### config.mk
export PLATFORM = sky130hd
export DESIGN_NAME = bin_window_gen
export DESIGN_NICKNAME = d
export VERILOG_FILES = /design/src/rtl/bin_window_pkg.sv /design/src/rtl/bin_line_buffer.sv /design/src/rtl/bin_window_gen.sv
export SDC_FILE = /design/constraint.sdc
export NUM_CORES = 1
export LEC_CHECK = 0
export ABC_CLOCK_PERIOD_IN_PS = 2700
export CAP_MARGIN = 0
export CORE_MARGIN = 1.5
export CORE_UTILIZATION = 50
export CTS_BUF_LIST = sky130_fd_sc_hd__clkbuf_2
export CTS_CLUSTER_DIAMETER = 120
export DETAILED_ROUTE_END_ITERATION = 10
export GPL_TIMING_DRIVEN = 1
export PLACE_DENSITY_LB_ADDON = 0.05
export SLEW_MARGIN = 20
export SYNTH_ARGS = -nofsm -noshare
export SYNTH_HDL_FRONTEND = slang
export SYNTH_SLANG_ARGS = --single-unit
### constraint.sdc
create_clock -name clk -period 2.7 [get_ports clk]
set_input_delay 0.405 -clock clk [delete_from_list [all_inputs] [get_ports clk]]
set_output_delay 0.405 -clock clk [all_outputs]
set_load 0.05 [all_outputs]
### src/rtl/bin_window_pkg.sv
// rtl/bin_window_pkg.sv - shared sizing helpers for the binarised window generator
package bin_window_pkg;

   // Counter width for a range of n values; never narrower than one bit
   function automatic int cnt_w(input int n);
      return (n > 1) ? $clog2(n) : 1;
   endfunction

   // Bits in one K x K patch carrying CH channels per pixel
   function automatic int patch_w(input int k, input int ch);
      return k * k * ch;
   endfunction

   // Patch origins reachable along one axis of length n
   function automatic int origins(input int n, input int k, input int s);
      return (n - k) / s + 1;
   endfunction

   // Patches produced per frame
   function automatic int num_patches(input int w, input int h, input int k, input int s);
      return origins(h, k, s) * origins(w, k, s);
   endfunction

   // Origin coordinate of the last reachable window along one axis
   function automatic int last_origin(input int n, input int k, input int s);
      return ((n - k) / s) * s;
   endfunction

endpackage

### src/rtl/bin_line_buffer.sv
// rtl/bin_line_buffer.sv - K-1 cascaded row buffers indexed by column
module bin_line_buffer
#(
   parameter int DEPTH = 28,
   parameter int WIDTH = 1,
   parameter int TAPS  = 2,
   parameter int AW    = 5
)
(
   input  logic                  clk,
   input  logic                  reset,
   input  logic                  we_i,
   input  logic [AW-1:0]         addr_i,
   input  logic [WIDTH-1:0]      din_i,
   output logic [TAPS*WIDTH-1:0] taps_o
);

   logic [WIDTH-1:0] mem_q [TAPS][DEPTH];

   // Each write pushes the column one row deeper through the buffers
   always_ff @(posedge clk) begin
      if (reset) begin
         for (int t = 0; t < TAPS; t++) begin
            for (int a = 0; a < DEPTH; a++) begin
               mem_q[t][a] <= '0;
            end
         end
      end else if (we_i) begin
         mem_q[0][addr_i] <= din_i;
         for (int t = 1; t < TAPS; t++) begin
            mem_q[t][addr_i] <= mem_q[t-1][addr_i];
         end
      end
   end

   // Tap t holds the pixel t+1 rows above the current column
   always_comb begin
      taps_o = '0;
      for (int t = 0; t < TAPS; t++) begin
         taps_o[t*WIDTH +: WIDTH] = mem_q[t][addr_i];
      end
   end

endmodule

### src/rtl/bin_window_gen.sv
// rtl/bin_window_gen.sv - streaming KxK binarised patch generator, BWG_COORD_EN adds patch origin outputs
module bin_window_gen
   import bin_window_pkg::*;
#(
   parameter int IMG_W  = 28,
   parameter int IMG_H  = 28,
   parameter int CH     = 1,
   parameter int K      = 3,
   parameter int STRIDE = 1
)
(
   input  logic                        clk,
   input  logic                        reset,
   input  logic [CH-1:0]               in_data,
   input  logic                        in_valid,
   output logic                        in_ready,
   output logic [patch_w(K, CH)-1:0]   out_patch,
   output logic                        out_valid,
   input  logic                        out_ready,
   output logic                        out_last
`ifdef BWG_COORD_EN
   ,
   output logic [cnt_w(IMG_H)-1:0]     out_prow,
   output logic [cnt_w(IMG_W)-1:0]     out_pcol
`endif
);

   localparam int RW = cnt_w(IMG_H);
   localparam int CW = cnt_w(IMG_W);
   localparam int SW = cnt_w(STRIDE);
   localparam int PW = patch_w(K, CH);

   localparam logic [RW-1:0] ROW_MAX  = RW'(IMG_H - 1);
   localparam logic [RW-1:0] ROW_K1   = RW'(K - 1);
   localparam logic [RW-1:0] ROW_LAST = RW'(K - 1 + last_origin(IMG_H, K, STRIDE));
   localparam logic [CW-1:0] COL_MAX  = CW'(IMG_W - 1);
   localparam logic [CW-1:0] COL_K1   = CW'(K - 1);
   localparam logic [CW-1:0] COL_LAST = CW'(K - 1 + last_origin(IMG_W, K, STRIDE));
   localparam logic [SW-1:0] PH_MAX   = SW'(STRIDE - 1);

   logic [RW-1:0] row_q, row_d;
   logic [CW-1:0] col_q, col_d;
   logic [SW-1:0] rph_q, rph_d;
   logic [SW-1:0] cph_q, cph_d;

   logic [CH-1:0] win_q [K][K];
   logic [CH-1:0] win_d [K][K];
   logic [CH-1:0] feed  [K];
   logic [(K-1)*CH-1:0] taps;

   logic [PW-1:0] patch_d;
   logic [PW-1:0] out_patch_q;
   logic          out_valid_q;
   logic          out_last_q;
   logic          accept;
   logic          emit;
   logic          is_last;

   assign in_ready  = !out_valid_q || out_ready;
   assign accept    = in_valid && in_ready;
   assign out_patch = out_patch_q;
   assign out_valid = out_valid_q;
   assign out_last  = out_last_q;

   // Stride phases restart as the window first becomes full on each axis
   always_comb begin
      row_d = row_q;
      col_d = col_q;
      rph_d = rph_q;
      cph_d = cph_q;
      if (accept) begin
         cph_d = (col_q < COL_K1 || cph_q == PH_MAX) ? '0 : cph_q + SW'(1);
         if (col_q == COL_MAX) begin
            col_d = '0;
            rph_d = (row_q < ROW_K1 || rph_q == PH_MAX) ? '0 : rph_q + SW'(1);
            row_d = (row_q == ROW_MAX) ? '0 : row_q + RW'(1);
         end else begin
            col_d = col_q + CW'(1);
         end
      end
   end

   assign emit    = accept && (row_q >= ROW_K1) && (col_q >= COL_K1) &&
                    (rph_q == '0) && (cph_q == '0);
   assign is_last = (row_q == ROW_LAST) && (col_q == COL_LAST);

   bin_line_buffer #(
      .DEPTH (IMG_W),
      .WIDTH (CH),
      .TAPS  (K - 1),
      .AW    (CW)
   ) u_lb (
      .clk    (clk),
      .reset  (reset),
      .we_i   (accept),
      .addr_i (col_q),
      .din_i  (in_data),
      .taps_o (taps)
   );

   // Next window: every row slides left and takes the newest column on the right
   always_comb begin
      feed[K-1] = in_data;
      for (int j = 0; j < K - 1; j++) begin
         feed[j] = taps[(K-2-j)*CH +: CH];
      end
      for (int r = 0; r < K; r++) begin
         for (int c = 0; c < K - 1; c++) begin
            win_d[r][c] = win_q[r][c+1];
         end
         win_d[r][K-1] = feed[r];
      end
      patch_d = '0;
      for (int r = 0; r < K; r++) begin
         for (int c = 0; c < K; c++) begin
            patch_d[((r*K)+c)*CH +: CH] = win_d[r][c];
         end
      end
   end

   // Raster counters, stride phases and window advance only on an accepted pixel
   always_ff @(posedge clk) begin
      if (reset) begin
         row_q <= '0;
         col_q <= '0;
         rph_q <= '0;
         cph_q <= '0;
         for (int r = 0; r < K; r++) begin
            for (int c = 0; c < K; c++) begin
               win_q[r][c] <= '0;
            end
         end
      end else begin
         row_q <= row_d;
         col_q <= col_d;
         rph_q <= rph_d;
         cph_q <= cph_d;
         if (accept) begin
            for (int r = 0; r < K; r++) begin
               for (int c = 0; c < K; c++) begin
                  win_q[r][c] <= win_d[r][c];
               end
            end
         end
      end
   end

   // Single output register: load on emit, hold until taken, drop when drained
   always_ff @(posedge clk) begin
      if (reset) begin
         out_patch_q <= '0;
         out_valid_q <= 1'b0;
         out_last_q  <= 1'b0;
      end else if (emit) begin
         out_patch_q <= patch_d;
         out_valid_q <= 1'b1;
         out_last_q  <= is_last;
      end else if (out_ready) begin
         out_valid_q <= 1'b0;
      end
   end

`ifdef BWG_COORD_EN
   logic [RW-1:0] out_prow_q;
   logic [CW-1:0] out_pcol_q;

   assign out_prow = out_prow_q;
   assign out_pcol = out_pcol_q;

   // Patch origin is the window's top-left pixel, captured with the patch
   always_ff @(posedge clk) begin
      if (reset) begin
         out_prow_q <= '0;
         out_pcol_q <= '0;
      end else if (emit) begin
         out_prow_q <= row_q - ROW_K1;
         out_pcol_q <= col_q - COL_K1;
      end
   end
`endif

endmodule

Yosys cells after proc, flatten, opt, wreduce, memory -nomap -nowiden
Memories as Yosys holds them, arrays and structs flattened.
Index checks and enable logic that the tools add are counted.
{"block": "op_classes", "add_sub_neg": 4, "n_lt_le_gt_ge": 6, "eq_ne": 2, "n_mux": 85, "bitwise_logic": 68, "reduce_logical": 13}
{"operator": "$mux W1", "n": 79}
{"operator": "$or A1 B1 Y1", "n": 65}
{"operator": "$mux W28", "n": 1}
{"operator": "$add A5 B1 Y5 const B", "n": 2}
{"operator": "$bmux W1 S5", "n": 2}
{"operator": "$eq A5 B5 Y1 const B", "n": 2}
{"operator": "$ge A5 B2 Y1 const B", "n": 2}
{"operator": "$lt A5 B2 Y1 const B", "n": 2}
{"operator": "$mux W5", "n": 2}
{"operator": "$logic_and A1 B1 Y1", "n": 7}
{"operator": "$ge A6 B6 Y1 const B", "n": 1}
{"operator": "$lt A6 B1 Y1 const B", "n": 1}
{"operator": "$not A5 Y6", "n": 1}
{"operator": "$demux W1 S5", "n": 1}
{"operator": "$logic_or A1 B1 Y1", "n": 3}
{"operator": "$add A1 B1 Y1 const B", "n": 2}
{"operator": "$not A1 Y1", "n": 2}
{"operator": "$reduce_and A2 Y1", "n": 1}
{"operator": "$reduce_bool A2 Y1", "n": 1}
{"operator": "$logic_not A1 Y1", "n": 1}
{"block": "totals", "register_bits": 23, "mem_bits_rw": 65, "output_inout_bits": 12, "word_cells": 187, "n_memories": 2}
{"memory": "u_lb.mem_q", "depth": 2, "word_bits": 28, "rd": 2, "rd_ports_with_merged_regs": 0, "write_ports": 2, "line_no": "bin_line_buffer.sv:18", "source": "logic [WIDTH-1:0] mem_q [TAPS][DEPTH];"}
{"memory": "win_q", "depth": 3, "word_bits": 3, "rd": 3, "rd_ports_with_merged_regs": 0, "write_ports": 3, "line_no": "bin_window_gen.sv:46", "source": "logic [CH-1:0] win_q [K][K];"}

Longest topological paths before layout
{"block": "logic_depth", "word_depth": 8, "ltp_mapped": 9}

Cells and area by module
From an unflattened synthesis, not the netlist that was laid out.
{"block": "unflattened", "cells_unflattened": 394, "area_unflattened_um2": 4171.5}
{"module": "bin_line_buffer", "instances": 1, "cells_each": 254, "area_per_inst_um2": 2846.5, "seq_area_each_um2": 1681.6}
{"module": "bin_window_gen", "instances": 1, "cells_each": 140, "area_per_inst_um2": 1325.0, "seq_area_each_um2": 640.6}

Worst setup path after synthesis
OpenSTA, ideal clock, no wires.
{"block": "synth_timing", "kind": "register to register", "from": "reg out_valid_q (netlist: out_valid)", "to": "reg out_last_q (netlist: out_last)", "setup_ns": 0.128, "arrival_ns": 2.255, "required_time_ns": 2.572, "path_slack_ns": 0.317, "stages_incl_launch_ff": 8, "path_buffers": 1, "cell_sequence": "dfxtp_1 -> nor2b_1 -> inv_1 -> nand2_1 -> nor4_2 -> buf_2 -> mux2i_1 -> nor2_1"}
{"block": "synth_between", "elab_chain_cells": 7}
{"item": "from (decl)", "line_no": "bin_window_gen.sv:53", "source": "logic out_valid_q;"}
{"item": "from (signal assigned)", "line_no": "bin_window_gen.sv:152", "source": "out_valid_q <= 1'b0;"}
{"item": "from (signal assigned)", "line_no": "bin_window_gen.sv:156", "source": "out_valid_q <= 1'b1;"}
{"item": "from (signal assigned)", "line_no": "bin_window_gen.sv:159", "source": "out_valid_q <= 1'b0;"}
{"item": "$logic_not A1 Y1", "line_no": "bin_window_gen.sv:59", "source": "assign in_ready = !out_valid_q || out_ready;"}
{"item": "$logic_or A1 B1 Y1", "line_no": "bin_window_gen.sv:59"}
{"item": "named net in_ready", "line_no": "bin_window_gen.sv:16", "source": "output logic in_ready,"}
{"item": "$logic_and A1 B1 Y1", "line_no": "bin_window_gen.sv:60", "source": "assign accept = in_valid && in_ready;"}
{"item": "$logic_and A1 B1 Y1 (3 in a row)", "line_no": "bin_window_gen.sv:83", "source": "assign emit = accept && (row_q >= ROW_K1) && (col_q >= COL_K1) &&"}
{"item": "$logic_and A1 B1 Y1", "line_no": "bin_window_gen.sv:84", "source": "(rph_q == '0) && (cph_q == '0);"}
{"item": "to (signal assigned)", "line_no": "bin_window_gen.sv:157", "source": "out_last_q <= is_last;"}
{"item": "to (decl)", "line_no": "bin_window_gen.sv:54", "source": "logic out_last_q;"}
The timed path passes the listed nets, and every way through them passes these cells.
A chain may end at the register's enable or synchronous reset.

Final worst setup path
{"block": "layout_timing", "from": "reg out_valid_q (netlist: out_valid)", "to": "out in_ready"}
{"block": "layout_between", "elab_chain_cells": 2}
{"item": "$logic_not A1 Y1", "line_no": "bin_window_gen.sv:59"}
{"item": "$logic_or A1 B1 Y1", "line_no": "bin_window_gen.sv:59"}
{"item": "to (decl)", "line_no": "bin_window_gen.sv:16"}
No other way between the ends.

==> results_dict.tcl <==
set metrics [dict create \
    start_util_pct 51.4 \
    clockBufferDepth 2 \
    htreeDepth 3 \
    finalSetupViolCount 0 \
    rsz0062_at_grt "false" \
    synth_cell_types 50 \
    cts.sinks 85 \
    path_cells "nor2b_1 > inv_1 > clkdlybuf4s50_1" \
    crit_type "reg -> out" \
    worst_pin_slew_ns 1.01 \
    io-pin-count 17 \
    clk_latency_ns 0.54 \
    crit_path_start_kind "flop" \
    yosys_warnings 0 \
    gp_congestion 0.793 \
    power_mw 2.42 \
    cap_violations 0 \
    clock_tree.root_cell "clkbuf_2" \
    r2r-start "col_q[0]" \
    fp.dieH_um 94.7 \
    drtIter0Drc 134 \
    avgSynthCellArea_um2 11.5 \
    status "complete, no violations" \
    cp_data_arrival_time_ns 2.10 \
    cp_max_fo 6 \
    routed_wirelength_mm 8.94 \
    clk_pin_slew_ns 0.22 \
    routed-via-count 2776 \
    hold_violations 0 \
    viasPerCell 5.64 \
    r2r_end "u_lb.mem_q[1][8]" \
    grtUsageTotal_pct 22.1 \
    slew_headroom_pct 32.2 \
    die_w_um 94.7 \
    diodes 0 \
    die_area_um2 8960 \
    cts_setup_buffers 0 \
    hold_buffers 0 \
    clock_skew_ns 0.0260 \
    critical-path-top-delay-family "buffers and inverters" \
    hp-class "reg -> reg" \
    seq_area_frac_synth_pct 55.3 \
    grt_pass1_wl_mm 14.4 \
    whs_endpoint "rph_q" \
    maxSlewViolCount 0 \
    cts_resized 0 \
    synth_top_area_share_pct 44.3 \
    crit_path_max_incr_delay_ns 0.73 \
    tns_ns 0 \
    synthTopCellsByArea "edfxtp_1 44%, dfxtp_1 11%, mux2i_1 6.2%" \
    synth_edf_count 62 \
    vdd_drop_max_mv 0.289 \
    r2r_setup_slack_ns 0.38 \
    fin_nets 393 \
    hpwl_mm 6.16 \
    p_leak_nw 1.53 \
    hold-path-cell-count 2 \
    period_minus_slack_ns 2.50 \
    placed_area_um2 4520 \
    dr.pass1.iters 4 \
    ys_async_sr_fraction_pct 0 \
    yosys.area.top_type "edfxtp_1" \
    grt_pass1_vias 2727 \
    grt_max_degree 49 \
    antenna_found_initial 0 \
    syn_area_um2 4200 \
    drtAntennaViolNets 0 \
    wire_per_inst_um 18.2 \
    cp-end-kind "output port" \
    syn_nets 377 \
    r2r_cells 6 \
    cts_buffers 9 \
    cts_tree "yes" \
    power.density_nw_per_um2 520 \
    yosys_register_bits 85 \
    grt-ovfl-total 0 \
    max_freq_mhz 400 \
    core_um2 8180 \
    hp-start "rph_q" \
    critical_path_buf_inv_count 2 \
    area_delta_synth_final_pct 10.7 \
    syn_inst 366 \
    port_buffers 16 \
    core.rowCount 33 \
    drive_gt1_share_pct 18.1 \
    period_share_pct 92.7 \
    synth_ff_type "edfxtp_1" \
    cp_slowest_cell "clkdlybuf4s50_1" \
    drc_errors 0 \
    fin_area_um2 4650 \
    worstPathRequired_ns 2.30 \
]
-- layout make-up --
class,count,area (um^2)
clock buffers,9,45.0
clock inverters,7,90.1
fillers,734,3520
inverters,9,33.8
multi-input cells,241,1690
flip-flops and latches,85,2320
well taps,105,131
repair buffers,36,335
-- cells by family (layout without fill, tap and decap cells) --
family | Yosys count | after routing | share of synthesized area [%]
adder cells (fa/ha/maj) | 6 | 6 | 1.79
XOR/XNOR | 4 | 4 | 0.834
multiplexers | 34 | 34 | 9.68
AND/OR/NAND/NOR | 152 | 152 | 19.8
flip-flops | 85 | 85 | 55.3
buffers and inverters | 40 | 61 | 4.67
AO/OA/AOI/OAI | 45 | 45 | 8.01
-- cells in the mapped netlist (all sizes together) (2+ instances only) --
cell     n
ha       6
mux4     5
mux2     3
xor2     3
edfxtp  62
or3      5
nor2    52
a31oi    2
and3     2
mux2i   26
nor2b    6
o21bai  25
buf     15
nor3    34
o21ai    2
nand3    9
nand2b   4
inv      9
dfxtp   23
or2      3
nand4b   2
clkbuf  16
nand4    5
a211oi   3
nand2   21
a21oi    3
and2     3
-- layout by cell type (no fill, tap or decap), types with 4 or more instances in the layout --
cell type and count:
buf_4 18, clkbuf_2 9, clkdlybuf4s50_1 16, dfxtp_1 23, edfxtp_1 62, ha_1 6, inv_1 8, mux2i_1 26
mux4_2 5, nand2_1 21, nand2b_1 4, nand3_1 9, nand4_1 5, nor2_1 52, nor2b_1 6, nor3_1 15
nor3_2 19, o21bai_1 25, or3_1 5
-- tightest hold or removal path, stage by stage, from the launching register on --
cell and delay, ns:
dfxtp_1 0.38, inv_1 0.06, nor2_1 0.04
-- flip-flops by register name, summed over array words and instances, names as in the netlist --
name and cells:
u_lb.mem_q 56, out_patch 9, win_q 6, col_q 5
row_q 5, cph_q 1, out_last 1, out_valid 1
rph_q 1
-- report_power, final --
group          internal [mW]  switching, mW  leakage (nW)  total (mW)
Combinational         0.0843          0.136         0.620       0.220
Clock                  0.303          0.440        0.0836       0.743
Sequential              1.44         0.0163         0.831        1.45
-- routing by layer --
layer | share of wire (%) | up-vias | track usage (%)
met5 | 0 | - | 0
met1 | 47 | 1368 | 30.7
met2 | 47 | 39 | 34.9
met3 | 4.7 | 11 | 4.35
li1 | - | 1358 | -
met4 | 1.3 | 0 | 7.09
-- worst max-delay path by stage --
| stage | from | end | slack, ns | cells after the start |
|---|---|---|---|---|
| global placement | out_ready | out_patch[4] | 0.33 | 7 |
| CTS | out_valid | in_ready | 0.17 | 3 |
| global route | out_valid | in_ready | 0.02 | 3 |
| floorplan | out_valid | out_last | 0.32 | 7 |
| detailed placement | out_ready | out_patch[3] | 0.21 | 7 |
| finish | out_valid | in_ready | 0.20 | 3 |
-- per-stage QoR --
stage / hold slack, ns / instances / setup WS, ns / utilization, %
floorplan: 0.419 / 366 / 0.317 / -
global placement: 0.455 / 476 / 0.329 / 55.2
detailed placement: 0.461 / 476 / 0.210 / 55.2
CTS: 0.485 / 492 / 0.175 / 56.9
global route: 0.502 / 492 / 0.0228 / 56.9
finish: 0.488 / 492 / 0.198 / 56.9
Note: power is estimated with default switching activity, not from simulation.
